`src/rtl/mul_div_unit.sv`:
```
// mul_div_unit: iterative radix-2 multiply/divide (MULT/MULTU/DIV/DIVU) producing HI/LO with a one-cycle write pulse.
module mul_div_unit #(
  parameter int WIDTH = 32
) (
  input  logic             clk,
  input  logic             rst,
  input  logic             start,
  input  logic [1:0]       op,
  input  logic [WIDTH-1:0] a,
  input  logic [WIDTH-1:0] b,
  input  logic             flush,
  output logic             busy,
  output logic             hilo_we,
  output logic [WIDTH-1:0] hi,
  output logic [WIDTH-1:0] lo
);
  localparam int CW = $clog2(WIDTH);
  typedef enum logic [1:0] {IDLE, BUSY, FIX} state_t;
  state_t state, state_nxt;
  logic [CW-1:0] cnt;
  logic [2*WIDTH-1:0] acc, step, prod;
  logic [WIDTH-1:0] m, a_orig, prev_hi, prev_lo, a_mag, b_mag, q, r, res_hi, res_lo;
  logic [WIDTH:0] add_s, rem_sh, diff;
  logic is_div, neg, rneg, dz, accept;
  always_comb begin
    accept = state == IDLE && start && !flush;
    a_mag = (!op[0] && a[WIDTH-1]) ? -a : a;
    b_mag = (!op[0] && b[WIDTH-1]) ? -b : b;
    add_s = {1'b0, acc[2*WIDTH-1:WIDTH]} + (acc[0] ? {1'b0, m} : '0);
    rem_sh = acc[2*WIDTH-1:WIDTH-1];
    diff = rem_sh - {1'b0, m};
    step = !is_div ? {add_s, acc[WIDTH-1:1]} :
           diff[WIDTH] ? {rem_sh[WIDTH-1:0], acc[WIDTH-2:0], 1'b0} :
                         {diff[WIDTH-1:0], acc[WIDTH-2:0], 1'b1};
    prod = neg ? -step : step;
    q = neg ? -step[WIDTH-1:0] : step[WIDTH-1:0];
    r = rneg ? -step[2*WIDTH-1:WIDTH] : step[2*WIDTH-1:WIDTH];
    // Divide by zero reports the original dividend, bypassing sign fix-up
    res_hi = !is_div ? prod[2*WIDTH-1:WIDTH] : dz ? a_orig : r;
    res_lo = !is_div ? prod[WIDTH-1:0] : dz ? '1 : q;
  end
  always_comb begin
    state_nxt = state;
    if (state == IDLE) state_nxt = accept ? BUSY : IDLE;
    else if (state == BUSY) state_nxt = flush ? IDLE : (cnt == '0 ? FIX : BUSY);
    else state_nxt = IDLE;
    busy = state != IDLE;
    hilo_we = state == FIX && !flush && !rst;
  end
  always_ff @(posedge clk) begin
    if (rst) begin
      state <= IDLE;
      cnt <= '0;
      hi <= '0;
      lo <= '0;
    end else begin
      state <= state_nxt;
      if (accept) begin
        is_div <= op[1];
        neg <= !op[0] && (a[WIDTH-1] ^ b[WIDTH-1]);
        rneg <= !op[0] && a[WIDTH-1];
        dz <= op[1] && b == '0;
        a_orig <= a;
        m <= op[1] ? b_mag : a_mag;
        acc <= {{WIDTH{1'b0}}, op[1] ? a_mag : b_mag};
        cnt <= CW'(WIDTH - 1);
      end
      if (state == BUSY) begin
        acc <= step;
        cnt <= cnt - 1'b1;
        if (cnt == '0 && !flush) begin
          prev_hi <= hi;
          prev_lo <= lo;
          hi <= res_hi;
          lo <= res_lo;
        end
      end
      // A flush during FIX cancels the write, so restore the previous result
      if (state == FIX && flush) begin
        hi <= prev_hi;
        lo <= prev_lo;
      end
    end
  end
endmodule

```
`config.mk`:
```
export PLATFORM = sky130hd
export DESIGN_NAME = mul_div_unit
export DESIGN_NICKNAME = d
export VERILOG_FILES = /design/src/rtl/mul_div_unit.sv
export SDC_FILE = /design/constraint.sdc
export NUM_CORES = 1
export LEC_CHECK = 0
export ABC_AREA = 1
export BUFFER_PORTS_ARGS = -buffer_cell sky130_fd_sc_hd__buf_2
export CAP_MARGIN = 25
export CORE_MARGIN = 2
export CORE_UTILIZATION = 50
export CTS_CLUSTER_DIAMETER = 200
export DETAILED_ROUTE_END_ITERATION = 6
export PLACE_DENSITY = 0.79
export SYNTH_ARGS = -nofsm -noshare
export SYNTH_HDL_FRONTEND = slang
export SYNTH_SLANG_ARGS = --single-unit
```
`constraint.sdc`:
```
create_clock -name clk -period 6.34 [get_ports clk]
set_input_delay 0.951 -clock clk [delete_from_list [all_inputs] [get_ports clk]]
set_output_delay 0.951 -clock clk [all_outputs]
set_load 0.01 [all_outputs]
```
# After elaboration in Yosys (flattened, before gate mapping)
# Cells that the tools add are included.
# op_classes
add_sub_neg,8
n_eq_ne,2
n_mux,29
bitwise,2
reduce_logical,24
# op_table
op,count
two-way mux 32 bit,17
two-way mux 64 bit,5
negator 32 bit,4
negator 64 bit,1
adder 32 x 32 -> 33 bit,1
subtractor 33 x 32 -> 33 bit,1
logical NOT 32 bit,1
logical AND 1 bit,10
two-way mux 5 bit,2
two-way mux 2 bit,4
nonzero test 2 bit,4
AND reduction 2 bit,3
logical NOT 5 bit,1
"subtractor 5 x 1 -> 5 bit, second input constant",1
logical NOT 1 bit,3
AND reduction 3 bit,1
"equality test 2 x 1 -> 1 bit, second input constant",1
"equality test 2 bit, second input constant",1
logical NOT 2 bit,1
two-way mux 1 bit,1
NOT 1 bit,1
bitwise XOR 1 bit,1
# word_totals
ff_bits,267
in_bits,70
word_cells,78

# Logic depth before layout (Yosys ltp)
# Gate-level depths: netlist (run 1).
# logic_depth
depth_word,10
ltp_mapped,37
ltp_nobuf,37

# Least setup slack after synthesis (run 1)
# OpenSTA, ideal clock, no wires.
# synth_path
kind,input to register
startpoint,input rst
endpoint,"register a_orig[0], enable pin"
setup_time_ps,495
arrival_ps,4241
t_required_ps,5845
slack_ps,1605
stages,3
n_path_buf,2
path_cell_list,clkbuf_1 buf_1 nor2_1
# synth_between
elab_chain_cells,2
# synth_rtl
element,line,rtl
"start, declared",6,"input logic rst,"
NOT 1 bit (no line),n/a,
AND reduction 2 bit (no line),n/a,
"end signal, assigned",63,a_orig <= a;
"end, declared",22,"logic [WIDTH-1:0] m, a_orig, prev_hi, prev_lo, a_mag, b_mag, q, r, res_hi, res_lo;"
# No other way between the ends.
# A chain may end at the register's enable or synchronous reset.

# Worst setup path after layout (run 1)
# layout_path
startpoint,register acc[31]
endpoint,register hi[18]
# layout_between
elab_chain_cells,10
elab_cells_between_ends,12
classes_between,add/sub (3); mux (9)
# layout_rtl
element,line,rtl
"start, declared",21,"logic [2*WIDTH-1:0] acc, step, prod;"
"start signal, assigned",65,"acc <= {{WIDTH{1'b0}}, op[1] ? a_mag : b_mag};"
"start signal, assigned",69,acc <= step;
subtractor 33 x 32 -> 33 bit,31,"diff = rem_sh - {1'b0, m};"
two-way mux 64 bit,33,"diff[WIDTH] ? {rem_sh[WIDTH-1:0], acc[WIDTH-2:0], 1'b0} :"
two-way mux 64 bit (*),32,"step = !is_div ? {add_s, acc[WIDTH-1:1]} :"
negator 32 bit,37,r = rneg ? -step[2*WIDTH-1:WIDTH] : step[2*WIDTH-1:WIDTH];
two-way mux 32 bit,37,
two-way mux 32 bit,39,res_hi = !is_div ? prod[2*WIDTH-1:WIDTH] : dz ? a_orig : r;
two-way mux 32 bit (*),39,
two-way mux 32 bit (*),71,if (cnt == '0 && !flush) begin
two-way mux 32 bit (*),68,if (state == BUSY) begin
two-way mux 32 bit (*),79,if (state == FIX && flush) begin
"end signal, assigned",74,hi <= res_hi;
"end signal, assigned",80,hi <= prev_hi;
"end, declared",14,"output logic [WIDTH-1:0] hi,"
# Mark *: on every way between the ends. The rest lies on a longest branch, timed or not. The select of a mux whose other input is x is not followed.

==> impl_metrics.yaml, run 1 <==
cts:
  cts_max_level: 1
  cts-resized-gates: 0
  cts_buffer_depth: 3
  clk_latency_ns: 0.59
  cts_tree: "yes"
  postCtsSetupRepairBufs: 0
  ctsRootBufferMaster: "clkbuf_16"
  cts_num_sinks: 267
  path_clk_slew_ns: 0.07
  cts_hold_buffers: 0
  numCtsBuffers: 28
timing:
  setup_violations: 0
  slew_viol_final: 0
  setup_tns_ns: 0
  rsz0062_at_grt: "no"
  finalCritPeriodShare_pct: 80.3
  slew_headroom_pct: 26.8
  fmax_mhz: 197
  fin_crit_ns: 5.09
  hold_violations: 0
  skew_ns: 0.0182
  worst_pin_slew_ns: 1.09
  setup_ws_ns: 1.25
yosys:
  syn-cell-area_um2: 21500
  synthesis.nets: 3354
  ys_async_sr_fraction_pct: 0
  synth.area.top_cells: "edfxtp_1 (27%), nand2_1 (16%), nor2_1 (7.4%)"
  synth_top_area_share_pct: 27.4
  yosys_warnings: 0
  synthFlopType: "edfxtp_1"
  synth_edf_count: 196
  synthCells: 3212
  ys_ff_latch: 267
  seq_area_frac_synth_pct: 34.1
  syn_avg_cell_area_um2: 6.68
  synth_cell_types: 61
  synth_largest_area_cell: "edfxtp_1"
pwr:
  power_leakage_nw: 11.2
  power_density_nw_per_um2: 207
  ir_worst_vdd_mv: 0.224
  power_mw: 4.87
status:
  status: "finished, final reports clean"
final_layout:
  fin_area_um2: 23600
  layout_commonest_cell: "nand2_1"
  utilization_pct: 55.9
  synthToLayoutAreaGrowth_pct: 9.86
  num-fill-cells: 4005
  layout.nets: 3440
  final_cell_mix: "nand2_1 (929), nor2_1 (418), inv_1 (388), nand3_1 (222), edfxtp_1 (196)"
  drive_gt1_share_pct: 11.5
routing:
  avgViaCountPerCell: 5.79
  firstDrtPassIters: 7
  ant_nets: 0
  wl_per_cell_um: 20.1
  drt-total-wl_mm: 77.5
  drt_iter0_drc: 3044
  drc: 0
  vias: 22300
setup_path:
  worst_path_largest_cell_delay_ns: 0.44
  worst_path_most_repeated_cell: "nand2_1"
  cp.required_ns: 6.85
  endpoint_kind: "register"
  arrival_ns: 5.60
  cp-start-kind: "register"
  timing.critical_path.fanout_max: 14
  crit_slowest_cell: "fa_1"
  path_class: "reg -> reg"
floorplan:
  ios: 136
  core_um2: 42100
  rows: 75
  die_height_um: 211
  start_util_pct: 50.9
  die-width_um: 211
  die_area_um2: 44600
placed_design:
  numPortBuffers: 135
  place_area_um2: 22600
  place_ws_ns: 1.45
  routabilityCongestion: 1.06
  hpwl_mm: 59.7
global_routing:
  first_global_vias: 20700
  gr-total-overflow: 0
  grt_pass1_wl_mm: 118
  grt_max_degree: 90
  antenna_found_initial: 1
  track_usage_pct: 34.6
min_path:
  hold_path_class: "reg -> reg"
flow_run:
  maxCapViolations: 0
## flip-flops by register name, indices dropped and copies added, names as in the netlist
| signal | flops |
|---|---|
| neg | 1 |
| state | 2 |
| lo | 32 |
| a_orig | 32 |
| is_div | 1 |
| hi | 32 |
| prev_hi | 32 |
| rneg | 1 |
| prev_lo | 32 |
| dz | 1 |
| cnt | 5 |
| m | 32 |
| acc | 64 |
## worst max-delay path, delay by kind of cell (launching register included)
family                   cells  cell delay, ns
AO/OA/AOI/OAI                2            0.44
buffers and inverters        4            0.33
adder cells (fa/ha/maj)      3            0.82
flip-flops                   1            0.37
AND/OR/NAND/NOR             24            3.03
## per-stage QoR
stage	hold WS [ns]	std cells
floorplan	0.479	3212
global placement	0.433	3804
detailed placement	0.436	3805
CTS	0.453	3856
global route	0.468	3858
finish	0.454	3859
## path summary, 6_finish.rpt
kind,start,end,slack [ns],cells past startpoint
worst max register to register,acc[31],hi[18],1.25,33
worst min register to register,hi[11],prev_hi[11],0.45,0
worst max-delay path,acc[31],hi[18],1.25,33
worst min-delay path,hi[11],prev_hi[11],0.45,0
## where the power goes
group          leakage (nW)  internal [mW]  total (mW)  switching, mW
Combinational          8.34          0.330        1.14          0.809
Clock                 0.473           1.01        1.75          0.736
Sequential             2.40           1.94        1.99         0.0427
## metal layers
layer | vias up | share of wire (%) | global-route usage, %
li1 | 10600 | - | -
met4 | 0 | 6.6 | 20.3
met5 | - | 0 | 0
met3 | 261 | 10 | 5.55
met1 | 10200 | 39 | 44.5
met2 | 1293 | 44 | 55.2
## cells by family (layout without fill, tap and decap cells)
family,count (synthesis),in the layout,share of synthesized area [%]
multiplexers,2,2,0.0933
AO/OA/AOI/OAI,457,457,12.5
flip-flops,267,267,34.1
AND/OR/NAND/NOR,1806,1806,36.1
XOR/XNOR,83,83,3.39
buffers and inverters,525,632,9.57
other,0,1,0
adder cells (fa/ha/maj),72,72,4.27
## layout make-up
type / count / area [µm²] / share of cell area (%)
clock inverters: 14 / 176 / 0.748
multi-input cells: 2420 / 12100 / 51.4
flip-flops and latches: 267 / 7310 / 31.0
clock buffers: 37 / 797 / 3.38
repair buffers: 165 / 931 / 3.95
diodes: 1 / 2.50 / 0.0106
well taps: 539 / 674 / 2.86
inverters: 416 / 1560 / 6.63
## synth_stat cells (24+ instances only)
cell type / n
nand3_1: 222
xnor2_1: 27
o21ai_0: 180
o211ai_1: 30
nor3_1: 40
a21oi_1: 125
xor2_1: 56
inv_1: 389
nand2_2: 56
ha_1: 70
nand4_1: 29
edfxtp_1: 196
dfxtp_1: 71
nand2_1: 929
inv_2: 24
clkbuf_1: 70
nor2_1: 422
(Power assumes the default switching activity.)
==> inputs of run 2 (changes only) <==
clock period = 5.1 ns   (was 6.34 ns; I/O delays follow)
==> run 2 against run 1 <==
Effect of this change:
- sequential power up 24%
- critical path depth down 1
- routed wire length up 1.8%
- clock-buffer cell count down 2
- sequential share of layout area down 0.22 points
- cell area up 0.72%
- setup slack worse by 0.85 ns
- non-clock buffer count up 14
- die area unchanged
- sequential cell count unchanged
- clock skew up 0.0080 ns
- highest routed layer is now met5
==> impl_metrics.yaml, run 2 (synthesized netlist as in run 1, its figures left out) <==
status:
  status: "finished, final reports clean"
timing:
  rsz0062_at_grt: "no"
  worst_pin_slew_ns: 1.17
  whs_ns: 0.408
  finalCritPeriodShare_pct: 92.2
  slew_viol_final: 0
  setup_tns_ns: 0
  fin_crit_ns: 4.70
  setup_violations: 0
  skew_ns: 0.0263
  hold_violations: 0
  slew_headroom_pct: 21.2
  fmax_mhz: 213
global_routing:
  grt_pass1_wl_mm: 119
  gr-total-overflow: 0
  grt_max_degree: 88
  first_global_vias: 20400
  antenna_found_initial: 3
  track_usage_pct: 35.1
flow_run:
  maxCapViolations: 0
final_layout:
  largest_register_ffs: 64
  final_cell_mix: "nand2_1 (929), nor2_1 (417), inv_1 (388), nand3_1 (222), edfxtp_1 (196)"
  fin_area_um2: 23700
  synthToLayoutAreaGrowth_pct: 10.6
  regMostFlops: "acc"
  seqCellArea_um2: 7310
  drive_gt1_share_pct: 12.1
  diodes: 0
  layout.nets: 3456
  layout_commonest_cell: "nand2_1"
  multi_input_area_um2: 12100
  num-fill-cells: 4050
  stdcell_count: 3877
placed_design:
  place_area_um2: 22700
  hpwl_mm: 61.9
  dp_cells: 3818
  routabilityCongestion: 1.06
  numPortBuffers: 135
routing:
  drt-total-wl_mm: 78.9
  ant_nets: 0
  drc: 0
  wl_met1_mm: 31.4
  vias: 22400
  wl_met3_mm: 7.62
  firstDrtPassIters: 7
  routed.top_layer: "met5"
  wl_per_cell_um: 20.3
  avgViaCountPerCell: 5.77
  drt_iter0_drc: 2871
  met2_length_mm: 34.3
floorplan:
  die_height_um: 211
  die_area_um2: 44600
  rows: 75
  die-width_um: 211
  start_util_pct: 50.9
  core_um2: 42100
  ios: 136
cts:
  cts_max_level: 1
  path_clk_slew_ns: 0.06
  numCtsBuffers: 30
  cts_num_sinks: 267
  clk_latency_ns: 0.60
  ctsRootBufferMaster: "clkbuf_16"
  cts_buffer_depth: 3
  cts_tree: "yes"
min_path:
  min_path_cells: 1
  hold_path_class: "in -> reg"
setup_path:
  worst_path_most_repeated_cell: "nand2_1"
  crit_slowest_cell: "edfxtp_1"
  endpoint_kind: "register"
  path_class: "reg -> reg"
  r2r.worst_path.cells: 32
  cp.required_ns: 5.63
  cp-start-kind: "register"
  worst_path_largest_cell_delay_ns: 0.41
  timing.critical_path.fanout_max: 6
  reg2reg_slack_ns: 0.40
  arrival_ns: 5.23
pwr:
  power_leakage_nw: 11.3
  power_density_nw_per_um2: 259
  power_mw: 6.14
  ir_worst_vdd_mv: 0.275
[run 2: cell types whose count changed in the layout (fill, tap and decap cells not counted), sizes merged]
cell | previous run | this run
clkinvlp | 1 | 4
inv | 413 | 416
buf | 165 | 178
clkinv | 13 | 14
clkbuf | 37 | 36
diode | 1 | 0
[run 2: metal layers]
layer  up-vias  track usage, %
li1      10600               -
met1     10200            47.1
met2      1298            53.9
met3       237            4.68
met4         2            21.3
met5         -               0
[run 2: critical path, delay by kind of cell (launching register included)]
kind / cells / cell delay [ns]
compound gates: 2 / 0.38
fa+ha+maj: 3 / 0.82
buf+inv: 3 / 0.27
flops: 1 / 0.41
simple gates: 24 / 2.76
[run 2: through the flow]
step / util (%) / worst slack (ns)
4_1_cts: 56.2 / 0.423
5_1_grt: 56.3 / 0.0208
6_report: 56.3 / 0.397
2_1_floorplan: - / 0.551
3_5_place_dp: 53.8 / 0.482
3_3_place_gp: 53.8 / 0.561
[run 2: cell type report]
type                       instances  area share, %
tap                              539           2.84
timing repair buffer             179           4.38
clock buffer                      35           3.28
multi-input combinational       2420           51.1
inverter                         416           6.58
sequential                       267           30.8
clock inverter                    21           1.02
[run 2: path summary, 6_finish.rpt]
check              from          to
setup / recovery   m[0]      hi[26]
hold / removal    a[31]  a_orig[31]
hold reg to reg   hi[8]  prev_hi[8]
setup reg to reg   m[0]      hi[26]
[run 2: report_power, final]
group / total (mW) / switching, mW / leakage, nW / internal [mW]
Sequential: 2.47 / 0.0565 / 2.40 / 2.42
Combinational: 1.44 / 1.02 / 8.42 / 0.423
Clock: 2.23 / 0.962 / 0.483 / 1.27
[run 2: what timing repair did]
item / 4_1_cts / 5_1_grt
setup buffers: 0 / 1
setup endpoints to repair: 0 / 4
resized for setup: 0 / 3
hold buffers: 0 / 0
